### src/rtl/pipeline_hazard_ctrl.sv
// Stall/flush sequencer for the five-stage pipeline: load-use, branch redirect, memory stalls, halt.
// Optional stall-cycle counter on stallCount is built when STALL_CNT_EN is defined.
module pipeline_hazard_ctrl (
  input  logic       clk,
  input  logic       rst,
  input  logic       IDEX_MemRead,
  input  logic [2:0] IDEX_Rd,
  input  logic [2:0] IFID_Rs,
  input  logic [2:0] IFID_Rt,
  input  logic       IFID_ReadingRs,
  input  logic       IFID_ReadingRt,
  input  logic       branchTaken,
  input  logic       IMem_Stall,
  input  logic       IMem_Done,
  input  logic       DMem_Req,
  input  logic       DMem_Stall,
  input  logic       DMem_Done,
  input  logic       MEMWB_Halt,
  output logic       PC_En,
  output logic       IFID_En,
  output logic       IDEX_En,
  output logic       EXMEM_En,
  output logic       MEMWB_En,
  output logic       IFID_Flush,
  output logic       IDEX_Bubble,
  output logic       MEMWB_Bubble,
  output logic       halted
`ifdef STALL_CNT_EN
  ,
  output logic [15:0] stallCount
`endif
);

  typedef enum logic [1:0] {
    S_RUN    = 2'd0,
    S_DWAIT  = 2'd1,
    S_HALTED = 2'd2
  } state_t;

  state_t state_q, state_d;
  logic   squash_pend_q, squash_pend_d;

  logic load_use;
  logic fetch_busy;
  logic data_busy;

  always_comb begin
    load_use   = IDEX_MemRead &
                 ((IFID_ReadingRs & (IFID_Rs == IDEX_Rd)) |
                  (IFID_ReadingRt & (IFID_Rt == IDEX_Rd)));
    // Done in the same cycle as Stall is treated as completion.
    fetch_busy = IMem_Stall & ~IMem_Done;
    data_busy  = DMem_Req & DMem_Stall & ~DMem_Done;
  end

  always_comb begin
    PC_En         = 1'b1;
    IFID_En       = 1'b1;
    IDEX_En       = 1'b1;
    EXMEM_En      = 1'b1;
    MEMWB_En      = 1'b1;
    IFID_Flush    = 1'b0;
    IDEX_Bubble   = 1'b0;
    MEMWB_Bubble  = 1'b0;
    halted        = 1'b0;
    state_d       = state_q;
    squash_pend_d = squash_pend_q;

    if (rst) begin
      PC_En         = 1'b0;
      IFID_En       = 1'b0;
      IDEX_En       = 1'b0;
      EXMEM_En      = 1'b0;
      MEMWB_En      = 1'b0;
      IFID_Flush    = 1'b1;
      IDEX_Bubble   = 1'b1;
      MEMWB_Bubble  = 1'b1;
      state_d       = S_RUN;
      squash_pend_d = 1'b0;
    end else begin
      unique case (state_q)
        S_RUN: begin
          if (MEMWB_Halt) begin
            state_d = S_HALTED;
          end else if (data_busy) begin
            PC_En        = 1'b0;
            IFID_En      = 1'b0;
            IDEX_En      = 1'b0;
            EXMEM_En     = 1'b0;
            MEMWB_Bubble = 1'b1;
            state_d      = S_DWAIT;
          end else begin
            if (branchTaken) begin
              IFID_Flush  = 1'b1;
              IDEX_Bubble = 1'b1;
              if (fetch_busy) squash_pend_d = 1'b1;
            end else if (load_use) begin
              PC_En       = 1'b0;
              IFID_En     = 1'b0;
              IDEX_Bubble = 1'b1;
            end else if (fetch_busy) begin
              PC_En      = 1'b0;
              IFID_Flush = 1'b1;
            end
            // The fetch that was in flight at the redirect returns stale data:
            // discard it and let the redirected PC issue its own fetch.
            if (squash_pend_q && IMem_Done) begin
              PC_En         = 1'b1;
              IFID_Flush    = 1'b1;
              squash_pend_d = 1'b0;
            end
          end
        end
        S_DWAIT: begin
          if (DMem_Done) begin
            state_d = S_RUN;
          end else begin
            PC_En        = 1'b0;
            IFID_En      = 1'b0;
            IDEX_En      = 1'b0;
            EXMEM_En     = 1'b0;
            MEMWB_Bubble = 1'b1;
          end
        end
        S_HALTED: begin
          PC_En    = 1'b0;
          IFID_En  = 1'b0;
          IDEX_En  = 1'b0;
          EXMEM_En = 1'b0;
          MEMWB_En = 1'b0;
          halted   = 1'b1;
        end
        default: begin
          state_d = S_RUN;
        end
      endcase
    end
  end

  always_ff @(posedge clk) begin
    state_q       <= state_d;
    squash_pend_q <= squash_pend_d;
  end

`ifdef STALL_CNT_EN
  logic [15:0] stall_count_q, stall_count_d;

  always_comb begin
    stall_count_d = stall_count_q;
    if (rst) begin
      stall_count_d = '0;
    end else if ((state_q != S_HALTED) && !PC_En) begin
      stall_count_d = stall_count_q + 16'd1;
    end
  end

  always_ff @(posedge clk) begin
    stall_count_q <= stall_count_d;
  end

  assign stallCount = stall_count_q;
`endif

endmodule

### config.mk
export PLATFORM = sky130hd
export DESIGN_NAME = pipeline_hazard_ctrl
export DESIGN_NICKNAME = d
export VERILOG_FILES = /design/src/rtl/pipeline_hazard_ctrl.sv
export SDC_FILE = /design/constraint.sdc
export NUM_CORES = 1
export LEC_CHECK = 0
export BUFFER_PORTS_ARGS = -buffer_cell sky130_fd_sc_hd__buf_2
export CAP_MARGIN = 25
export CORE_AREA = 3 3 40 42
export CTS_BUF_LIST = sky130_fd_sc_hd__clkbuf_2
export CTS_CLUSTER_SIZE = 12
export DETAILED_ROUTE_END_ITERATION = 8
export DIE_AREA = 0 0 43 45
export MAX_ROUTING_LAYER = met4
export RECOVER_POWER = 50
export SLEW_MARGIN = 20
export SYNTH_ARGS = -nofsm -noshare
export SYNTH_HDL_FRONTEND = slang
export SYNTH_SLANG_ARGS = --single-unit
### constraint.sdc
create_clock -name clk -period 1.05 [get_ports clk]
set_input_delay 0 -clock clk [delete_from_list [all_inputs] [get_ports clk]]
set_output_delay 0 -clock clk [all_outputs]
set_load 0.02 [all_outputs]
==> impl_metrics.csv <==
group,metric,value,unit
outcome,status,"complete, but fails checks",
outcome,violations,"setup timing",
power,powerDensity,849.3,nW/um^2
final_layout,final_util,56.48,%
die,die_y,45,um
grt,grt_pass1_wl,1932,um
clock_tree,cts.htree.levels,1,
yosys,ys_async_sr_fraction,0,%
timing,period_share,138.9,%
yosys,synth_top_area_share,17.39,%
yosys,syn_area_per_cell,7.674,um^2
die,core,1285,um^2
power,switchingPower,0.2253,mW
critical_path,required,1.05,ns
yosys,syn_area,345.3,um^2
clock_tree,cts_buffers,3,
yosys,synthFlopType,"dfxtp_1",
drt,first_iter_violations,4,
drt,wl_per_cell,12.48,um
placed_design,hpwl,909.1,um
final_layout,drive_gt1_share,69.41,%
power,clock_power_share,27.1,%
power,vdd_drop_max,0.5212,mV
yosys,yosysMostFrequentCell,"xnor2_1",
critical_path,path_cells,"or3b_4, and3_4, a311oi_4, buf_6",
die,std_cell_rows,13,
grt,grt_max_degree,9,
final_layout,fillers,125,
power,power_frac_comb,52.9,%
grt,first_global_vias,481,
power,p_total,0.6164,mW
clock_tree,root_buffer,"clkbuf_2",
critical_path,slowest_delay,0.40,ns
yosys,synth.area.top_cells,"dfxtp_1 (17%), xnor2_1 (15%), a21oi_1 (7.2%)",
timing,hold_viol_final,0,
drt,drc,0,
timing,worst-slew-pin-transition,0.2888,ns
yosys,syn_nets,66,
clock_tree,cts_sinks,3,
drt,via_per_inst,4.870,
timing,final.setup.worst_slack,-0.4084,ns
critical_path,critPathMaxFanout,3,
placed_design,gp_congestion,0.7064,
yosys,synth_seq_cells,3,
power,p_leak,0.3321,nW
final_layout,final_cells,100,
worst_hold_path,min_path_type,"input port to register",
grt,grt-ovfl-total,0,
placed_design,pre_cts_ws,-0.2252,ns
clock_tree,clk_pin_slew_worst_paths,0.05,ns
drt,ant_nets,0,
die,die_x,43,um
grt,antenna_found_initial,0,
timing,maxSlewHeadroom,80.75,%
timing,fmax,0.6857,GHz
yosys,synth_commonest_cells,"xnor2_1 (6), a21oi_1 (5), inv_1 (4), nand2_1 (4)",
drt,firstDrtPassIters,2,
placed_design,port_buffers,29,
drt,wl,1248,um
critical_path,arrival,1.46,ns
timing,min_period,1.458,ns
placed_design,dp.cells,92,
grt,grt_usage,13.54,%
die,io_pins,30,
drt,vias,487,
run,maxCapViolCount,0,
final_layout,final_cell_area,725.7,um^2
clock_tree,clk-insertion-delay-late,0.21,ns
die,initial_core_util,26.87,%
power,switching_share,36.55,%
timing,rsz0062_at_grt,"yes",
critical_path,endpoint_kind,"primary output",
timing,setup_viol,9,
timing,skew,0.002708,ns
yosys,ys_types,25,
clock_tree,clk_path_buf_depth,2,
final_layout,syn_to_final_growth,110.1,%
critical_path,cp-start-kind,"register",
timing,drv_slew,0,
critical_path,cp_slowest_cell,"or3b_4",
final_layout,nNetsFinal,107,
yosys,ys_warn_count,0,
yosys,synth_area_leader_cell,"dfxtp_1",
power,p_int,0.3911,mW
die,dieArea,1935,um^2
yosys,synth_cells,45,
yosys,synth_edf_count,0,
power,pwr-share-seq,20.0,%
clock_tree,cts_tree,"done",
yosys,ys_seq_area_share,17.39,%
final_layout,antennaDiodeCount,0,
critical_path,crit_type,"register to primary output",
placed_design,placed_cell_area,581.8,um^2
[cell type report]
| cell class | instances | area [um^2] | area share, % |
|---|---|---|---|
| Timing Repair Buffer | 38 | 266.5 | 36.72 |
| Sequential cell | 3 | 61.31 | 8.448 |
| Multi-Input combinational cell | 36 | 339.1 | 46.72 |
| Clock buffer | 4 | 20.02 | 2.759 |
| Tap cell | 15 | 18.77 | 2.586 |
| Inverter | 4 | 20.02 | 2.759 |
[flip-flops by register name, indices dropped and copies added (netlist names)]
| name | flops |
|---|---|
| state_q | 2 |
| squash_pend_q | 1 |
[cells in the final DEF (no fill, tap or decap)]
master         instances
inv_1                  2
o21ai_1                1
dfxtp_1                2
buf_2                 22
inv_2                  1
a21oi_4                1
buf_6                  9
a31o_2                 1
a31oi_1                1
a21oi_1                2
a21o_1                 1
o211a_4                1
and3_4                 2
a21oi_2                2
inv_6                  1
buf_4                  6
nand2_2                1
a41oi_2                1
and4b_1                1
xnor2_1                6
nor3_1                 1
clkbuf_2               4
nor2_1                 1
nand3b_1               1
nand2_1                2
or3b_4                 1
o2bb2ai_2              1
nor2_4                 1
nand4_1                3
a211o_4                1
a311oi_4               1
a211oi_1               1
dfxtp_2                1
nand2_4                1
dlygate4sd3_1          1
[worst max-delay path, delay by kind of cell, from the launching register on]
kind | cells | cell delay [ns]
AND/OR/NAND/NOR | 2 | 0.60
flip-flops | 1 | 0.30
AO/OA/AOI/OAI | 1 | 0.20
buffers and inverters | 1 | 0.15
[repair_timing]
item,in CTS,in global routing
pin swaps,5,2
buffers inserted,2,1
gates cloned,0,0
endpoints found under the hold margin,1,0
gates resized for setup,23,4
endpoints found under the setup margin,10,10
hold buffers,1,0
[path summary, 6_finish.rpt]
check | start | cells past startpoint | endpoint | slack, ns
setup reg to reg | state_q[0]$_SDFFE_PP0P_ | 5 | squash_pend_q$_SDFFE_PP0P_ | -0.02
hold / removal | rst | 2 | state_q[1]$_SDFFE_PP0P_ | 0.09
hold reg to reg | state_q[0]$_SDFFE_PP0P_ | 2 | state_q[1]$_SDFFE_PP0P_ | 0.55
setup / recovery | state_q[0]$_SDFFE_PP0P_ | 4 | PC_En | -0.41
[per-layer routing]
layer	global-route usage [%]	up-vias	routed length (um)
met1	13.46	225	516
met2	26.05	14	672
met5	-	-	0
met3	3.586	0	59
met4	3.614	0	0
li1	-	248	-
[through the flow]
step	hold WS (ns)	TNS, ns
2_1_floorplan	0.09696	-0.3094
3_3_place_gp	0.2179	-1.145
3_5_place_dp	0.2253	-1.165
4_1_cts	0.07781	-2.315
5_1_grt	0.08352	-2.926
6_report	0.08983	-2.368
[cells by family after synthesis]
logic type      synth area share (%)
flops                          17.39
buf+inv                        7.607
compound gates                 32.61
simple gates                   27.17
xor+xnor                       15.22
[power groups by stage]
stage	registers (mW)	clock network (mW)	logic, mW
after floorplan	0.128	0	0.153
after global placement	0.124	0	0.254
after detailed placement	0.124	0	0.256
after CTS	0.123	0.177	0.313
after global routing	0.123	0.194	0.347
final	0.123	0.167	0.326
Note: power is estimated with default switching activity, not from simulation.
